==> src/rtl/pdp8_panel_ctrl_if.sv <==
// pdp8_panel_ctrl_if
// Groups the front-panel button inputs, the debounce strobe, the CPU run
// flag and the CPU switch outputs of the panel controller.
//   master : the panel controller (drives sw_* and BUSY)
//   slave  : the CPU / board side (drives buttons, TICK, cpu_RUNNING)
// Signals:
//   TICK        debounce sample strobe, one CLK wide
//   nBUT1       RUN/HALT button, active low, asynchronous
//   nBUT2       reset button, active low, asynchronous
//   cpu_RUNNING CPU run flag
//   sw_RESET    CPU reset switch
//   sw_CLEAR    CPU clear switch
//   sw_RUN      CPU run pulse
//   sw_HALT     CPU halt pulse
//   BUSY        RESET/CLEAR sequence in progress
interface pdp8_panel_ctrl_if;
  logic TICK;
  logic nBUT1;
  logic nBUT2;
  logic cpu_RUNNING;
  logic sw_RESET;
  logic sw_CLEAR;
  logic sw_RUN;
  logic sw_HALT;
  logic BUSY;

  modport master (
    input  TICK, nBUT1, nBUT2, cpu_RUNNING,
    output sw_RESET, sw_CLEAR, sw_RUN, sw_HALT, BUSY
  );

  modport slave (
    output TICK, nBUT1, nBUT2, cpu_RUNNING,
    input  sw_RESET, sw_CLEAR, sw_RUN, sw_HALT, BUSY
  );
endinterface

==> src/rtl/pdp8_panel_ctrl.sv <==
// pdp8_panel_ctrl
// Front-panel controller: synchronizes and debounces the two active-low
// push-buttons, turns a BUT2 press into a RESET-then-CLEAR pulse sequence
// and a BUT1 press into a single RUN or HALT pulse depending on cpu_RUNNING.
// Ports:
//   CLK    system clock (single domain)
//   RESET  synchronous active-high reset
//   pif    pdp8_panel_ctrl_if.master (buttons, TICK, cpu_RUNNING in;
//          sw_RESET/sw_CLEAR/sw_RUN/sw_HALT/BUSY out, all registered)
// Configuration macro:
//   PANEL_AUTOSTART_EN  when defined, every RESET/CLEAR sequence ends with a
//                       one-cycle sw_RUN pulse (START state).
module pdp8_panel_ctrl #(
  parameter int DEBOUNCE_TICKS = 4,
  parameter int RST_CYCLES     = 8,
  parameter int CLR_CYCLES     = 2
) (
  input  logic               CLK,
  input  logic               RESET,
  pdp8_panel_ctrl_if.master  pif
);

  localparam int DW   = $clog2(DEBOUNCE_TICKS + 1);
  localparam int CMAX = (RST_CYCLES > CLR_CYCLES) ? RST_CYCLES : CLR_CYCLES;
  localparam int CW   = $clog2(CMAX + 1);

  localparam logic [DW-1:0] DB_LAST  = DW'(DEBOUNCE_TICKS - 1);
  localparam logic [DW-1:0] DB_ONE   = DW'(1);
  localparam logic [DW-1:0] DB_ZERO  = DW'(0);
  localparam logic [CW-1:0] RST_LOAD = CW'(RST_CYCLES);
  localparam logic [CW-1:0] CLR_LOAD = CW'(CLR_CYCLES);
  localparam logic [CW-1:0] CNT_ONE  = CW'(1);
  localparam logic [CW-1:0] CNT_ZERO = CW'(0);

  typedef enum logic [1:0] {
    ST_IDLE  = 2'd0,
    ST_RST   = 2'd1,
`ifdef PANEL_AUTOSTART_EN
    ST_CLR   = 2'd2,
    ST_START = 2'd3
`else
    ST_CLR   = 2'd2
`endif
  } state_t;

  // Bit 0 = BUT1 (run/halt), bit 1 = BUT2 (reset); level 1 = released.
  logic [1:0]         but_raw_s;
  logic [1:0]         sync1_q, sync2_q;
  logic [1:0]         deb_q, deb_d;
  logic [1:0]         prev_q;
  logic [1:0]         ev_q, ev_d;
  logic [1:0][DW-1:0] dcnt_q, dcnt_d;

  state_t             state_q, state_d;
  logic [CW-1:0]      cnt_q, cnt_d;
  logic               reset_q, reset_d;
  logic               clear_q, clear_d;
  logic               run_q, run_d;
  logic               halt_q, halt_d;
  logic               busy_q, busy_d;

  assign but_raw_s = {pif.nBUT2, pif.nBUT1};

  // Debounce next-state: a differing synchronized level must persist for
  // DEBOUNCE_TICKS strobes before the debounced level follows it.
  always_comb begin
    deb_d  = deb_q;
    dcnt_d = dcnt_q;
    for (int b = 0; b < 2; b++) begin
      if (sync2_q[b] == deb_q[b]) begin
        dcnt_d[b] = DB_ZERO;
      end else if (pif.TICK) begin
        if (dcnt_q[b] == DB_LAST) begin
          deb_d[b]  = sync2_q[b];
          dcnt_d[b] = DB_ZERO;
        end else begin
          dcnt_d[b] = dcnt_q[b] + DB_ONE;
        end
      end else begin
        dcnt_d[b] = dcnt_q[b];
      end
    end
    // Press event one cycle after the debounced 1->0 flip.
    ev_d = prev_q & ~deb_q;
  end

  // Synchronizers, debounced levels and press-event registers.
  always_ff @(posedge CLK) begin
    if (RESET) begin
      sync1_q <= 2'b11;
      sync2_q <= 2'b11;
      deb_q   <= 2'b11;
      prev_q  <= 2'b11;
      ev_q    <= 2'b00;
      dcnt_q  <= {2{DB_ZERO}};
    end else begin
      sync1_q <= but_raw_s;
      sync2_q <= sync1_q;
      deb_q   <= deb_d;
      prev_q  <= deb_q;
      ev_q    <= ev_d;
      dcnt_q  <= dcnt_d;
    end
  end

  // Sequencer next-state; outputs are decoded from the next state so they
  // are registered together with it.
  always_comb begin
    state_d = state_q;
    cnt_d   = cnt_q;
    run_d   = 1'b0;
    halt_d  = 1'b0;
    case (state_q)
      ST_IDLE: begin
        // BUT2 has priority; a simultaneous BUT1 event is dropped.
        if (ev_q[1]) begin
          state_d = ST_RST;
          cnt_d   = RST_LOAD;
        end else if (ev_q[0]) begin
          if (pif.cpu_RUNNING) begin
            halt_d = 1'b1;
          end else begin
            run_d = 1'b1;
          end
        end else begin
          state_d = ST_IDLE;
        end
      end
      ST_RST: begin
        if (cnt_q == CNT_ONE) begin
          state_d = ST_CLR;
          cnt_d   = CLR_LOAD;
        end else begin
          cnt_d = cnt_q - CNT_ONE;
        end
      end
      ST_CLR: begin
        if (cnt_q == CNT_ONE) begin
`ifdef PANEL_AUTOSTART_EN
          state_d = ST_START;
`else
          state_d = ST_IDLE;
`endif
          cnt_d = CNT_ZERO;
        end else begin
          cnt_d = cnt_q - CNT_ONE;
        end
      end
`ifdef PANEL_AUTOSTART_EN
      ST_START: begin
        state_d = ST_IDLE;
        cnt_d   = CNT_ZERO;
      end
`endif
      default: begin
        state_d = ST_IDLE;
        cnt_d   = CNT_ZERO;
      end
    endcase
    reset_d = (state_d == ST_RST);
    clear_d = (state_d == ST_CLR);
    busy_d  = (state_d != ST_IDLE);
`ifdef PANEL_AUTOSTART_EN
    if (state_d == ST_START) begin
      run_d = 1'b1;
    end else begin
      run_d = run_d;
    end
`endif
  end

  // Sequencer state, cycle counter and registered switch outputs.
  always_ff @(posedge CLK) begin
    if (RESET) begin
      state_q <= ST_IDLE;
      cnt_q   <= CNT_ZERO;
      reset_q <= 1'b0;
      clear_q <= 1'b0;
      run_q   <= 1'b0;
      halt_q  <= 1'b0;
      busy_q  <= 1'b0;
    end else begin
      state_q <= state_d;
      cnt_q   <= cnt_d;
      reset_q <= reset_d;
      clear_q <= clear_d;
      run_q   <= run_d;
      halt_q  <= halt_d;
      busy_q  <= busy_d;
    end
  end

  assign pif.sw_RESET = reset_q;
  assign pif.sw_CLEAR = clear_q;
  assign pif.sw_RUN   = run_q;
  assign pif.sw_HALT  = halt_q;
  assign pif.BUSY     = busy_q;

endmodule

==> src/flat_wrapper.sv <==
// flat-port wrapper written by rule: the top's interface ports become plain ports
module pdp8_panel_ctrl_flat 
#(
  parameter int DEBOUNCE_TICKS = 4,
  parameter int RST_CYCLES     = 8,
  parameter int CLR_CYCLES     = 2
)
  (CLK, RESET, pif_TICK, pif_nBUT1, pif_nBUT2, pif_cpu_RUNNING, pif_sw_RESET, pif_sw_CLEAR, pif_sw_RUN, pif_sw_HALT, pif_BUSY);
  pdp8_panel_ctrl_if pif_i ();
  input  logic CLK;
  input  logic RESET;
  input wire logic [$bits(pif_i.TICK)-1:0] pif_TICK;
  input wire logic [$bits(pif_i.nBUT1)-1:0] pif_nBUT1;
  input wire logic [$bits(pif_i.nBUT2)-1:0] pif_nBUT2;
  input wire logic [$bits(pif_i.cpu_RUNNING)-1:0] pif_cpu_RUNNING;
  output wire logic [$bits(pif_i.sw_RESET)-1:0] pif_sw_RESET;
  output wire logic [$bits(pif_i.sw_CLEAR)-1:0] pif_sw_CLEAR;
  output wire logic [$bits(pif_i.sw_RUN)-1:0] pif_sw_RUN;
  output wire logic [$bits(pif_i.sw_HALT)-1:0] pif_sw_HALT;
  output wire logic [$bits(pif_i.BUSY)-1:0] pif_BUSY;
  assign pif_i.TICK = pif_TICK;
  assign pif_i.nBUT1 = pif_nBUT1;
  assign pif_i.nBUT2 = pif_nBUT2;
  assign pif_i.cpu_RUNNING = pif_cpu_RUNNING;
  assign pif_sw_RESET = pif_i.sw_RESET;
  assign pif_sw_CLEAR = pif_i.sw_CLEAR;
  assign pif_sw_RUN = pif_i.sw_RUN;
  assign pif_sw_HALT = pif_i.sw_HALT;
  assign pif_BUSY = pif_i.BUSY;
  pdp8_panel_ctrl #(.DEBOUNCE_TICKS(DEBOUNCE_TICKS), .RST_CYCLES(RST_CYCLES), .CLR_CYCLES(CLR_CYCLES)) u_core (.CLK(CLK), .RESET(RESET), .pif(pif_i));
endmodule
==> config.mk <==
export PLATFORM = sky130hd
export DESIGN_NAME = pdp8_panel_ctrl_flat
export DESIGN_NICKNAME = d
export VERILOG_FILES = /design/src/rtl/pdp8_panel_ctrl_if.sv /design/src/rtl/pdp8_panel_ctrl.sv /design/src/flat_wrapper.sv
export SDC_FILE = /design/constraint.sdc
export NUM_CORES = 1
export LEC_CHECK = 0
export ABC_AREA = 1
export CAP_MARGIN = 20
export CORE_MARGIN = 2
export CORE_UTILIZATION = 57
export CTS_CLUSTER_SIZE = 10
export DETAILED_ROUTE_END_ITERATION = 6
export HOLD_SLACK_MARGIN = 0.03
export PLACE_DENSITY = 0.84
export SYNTH_ARGS = -nofsm -noshare
export SYNTH_HDL_FRONTEND = slang
export SYNTH_SLANG_ARGS = --single-unit
export TNS_END_PERCENT = 5
==> constraint.sdc <==
create_clock -name CLK -period 3.25 [get_ports CLK]
set_clock_uncertainty 0.15 [all_clocks]
set_input_delay 0.65 -clock CLK [delete_from_list [all_inputs] [get_ports CLK]]
set_output_delay 0.65 -clock CLK [all_outputs]
set_load 0.02 [all_outputs]
==> qor.yml <==
p_sw_uw: 144
dr.first_iter.drc_count: 14
syn_area_per_cell_um2: 8.14
drive_gt1_share_pct: 12.6
async_flop_share_pct: 0
use_met1_pct: 21.7
clk_latency_ps: 320
critical_path_class: "register to output port"
clkTransAtPathRegs_ps: 150
syn_area_um2: 1070
die-height_um: 47.2
diodes: 0
grt_pass1_vias: 718
maxCapViolCount: 0
synth_cells: 131
power.share.clock_pct: 25.3
whs_ps: 285
place.gp.congestion: 0.832
cts-htree-levels: 1
synth_commonest_cells: "27 x dfxtp_1, 21 x inv_1, 18 x nand2_1"
synth-edff-count: 0
io_pins: 11
use_met3_pct: 2.69
slew_headroom_pct: 75.3
yosysMostFrequentCell: "dfxtp_1"
worst_pin_slew_ps: 370
syn_nets: 141
synth_seq_cells: 27
powerDensity_nw_per_um2: 464
min_period_ps: 2050
fp.dieW_um: 47.2
vdd_drop_max_mv: 0.298
dp.final_hpwl_um: 1310
hold_buffers: 0
core-area_um2: 1750
final_nets: 154
tns_ps: 0
grt_start_max_net_pins: 17
via_per_inst: 4.82
first_pass_iters: 4
outcome: "completed"
cts_buffers: 3
initial_utilization_pct: 61.1
clk_path_buf_depth: 2
grt_pass1_wl_um: 2700
intPower_uw: 421
synth_top_area_share_pct: 50.7
endpoint_kind: "output port"
synth_cell_types: 20
track_usage_pct: 16.9
slew_violations: 0
cts-root-buf: "clkbuf_4"
holdCritPathClass: "register to register"
crit_family: "buffers and inverters"
wl_um: 1650
final_cells: 168
n_fill_cell: 152
path_max_fanout: 1
start_kind: "register"
synth-seq-area-share_pct: 50.7
fp-row-count: 15
cts_sinks: 27
synth.area.top_cells: "dfxtp_1 51%, inv_1 7.4%, nand2_1 6.3%"
antenna_found_initial: 0
area_delta_synth_final_pct: 14.2
crit_slowest_cell: "clkdlybuf4s50_1"
ant_nets: 0
drc: 0
crit_chain: "clkdlybuf4s50_1"
wl_per_cell_um: 9.85
ys_warn_count: 0
p_leak_nw: 0.561
fmax_mhz: 489
yosys.area.top_type: "dfxtp_1"
cp_slowest_stage_delay_ps: 590
busiest_layer: "met2"
route.vias.total: 810
post-place-cells: 164
cp.required_ps: 2450
grt.overflow.total: 0
power_frac_comb_pct: 12.4
grtUsageMet2_pct: 27.3
preCtsSetupSlack_ps: 1130
synthFlopType: "dfxtp_1"
hold_viol: 0
setup_slack_ps: 1200
rsz0062_at_grt: "no"
fin_crit_sh_pct: 62.9
cts_tree: "yes"
cts_setup_buffers: 0
dieArea_um2: 2230
portBuffers: 10
p_sw_share_pct: 25.5
setup_viol_count_final: 0
ctsResizeCount: 0
critPathBufInv: 1
power_frac_seq_pct: 62.2
cp.arrival_ps: 1250
==> logic make-up after synthesis <==
kind of cell	count (synthesis)	synth area share, %
XOR/XNOR	1	0.822
adder cells (fa/ha/maj)	4	4.70
AND/OR/NAND/NOR	57	26.1
buffers and inverters	24	8.80
AO/OA/AOI/OAI	18	8.92
flip-flops	27	50.7
==> final timing paths <==
kind / cells past startpoint / to / slack (ps) / start
max: 1 / pif_sw_CLEAR / 1200 / u_core.pif.sw_CLEAR
min: 2 / u_core.ev_q[0] / 290 / u_core.prev_q[0]
max reg2reg: 6 / u_core.pif.BUSY / 1920 / u_core.cnt_q[1]
min reg2reg: 2 / u_core.ev_q[0] / 290 / u_core.prev_q[0]
==> layout make-up <==
type	instances	area [um2]	area share, %
clock buffer	3	22.5	1.85
multi-input combinational	80	432	35.5
clock inverter	1	7.51	0.617
tap	25	31.3	2.57
sequential	27	541	44.4
timing repair buffer	10	100	8.22
inverter	22	83.8	6.89
==> routing by layer <==
| metal | wire length [um] | up-vias |
|---|---|---|
| li1 | - | 441 |
| met1 | 765 | 355 |
| met2 | 818 | 12 |
| met3 | 55 | 2 |
| met4 | 15 | 0 |
| met5 | 0 | - |
==> placed cells by master, fill, tap and decap left out, drive strengths merged <==
cell type	instances
or2	8
clkinvlp	1
a211oi	2
ha	4
nor3b	2
clkinv	1
nor3	1
xor2	1
dfxtp	27
nand3	10
o21ai	7
clkdlybuf4s50	10
nand2	19
nor2	15
nand4	2
clkbuf	3
a21oi	9
inv	21
==> flip-flops by register name, indices dropped and copies added, names as in the netlist, 2 cells and up <==
name / cells
u_core.cnt_q: 4
u_core.dcnt_q: 6
u_core.deb_q: 2
u_core.ev_q: 2
u_core.prev_q: 2
u_core.state_q: 2
u_core.sync1_q: 2
u_core.sync2_q: 2
==> worst min-delay path, delay by kind of cell (launching register included) <==
kind	cells	cell delay [ps]
flops	1	330
buf+inv	1	40
simple gates	1	40
==> power groups by stage <==
stage          clock [mW]  combinational, mW  sequential [mW]
6_report            0.143             0.0703            0.351
5_1_grt             0.158             0.0804            0.353
4_1_cts             0.148             0.0707            0.351
3_5_place_dp            0             0.0704            0.359
3_3_place_gp            0             0.0677            0.358
2_1_floorplan           0             0.0479            0.360
==> metrics by stage <==
stage               power, mW  utilization, %  instance area [um2]
global placement        0.426            68.0                 1190
finish                  0.565            69.7                 1220
detailed placement      0.429            68.0                 1190
CTS                     0.570            69.7                 1220
global route            0.591            69.7                 1220
floorplan               0.408               -                 1070
Power figures use the tool's default switching activity.
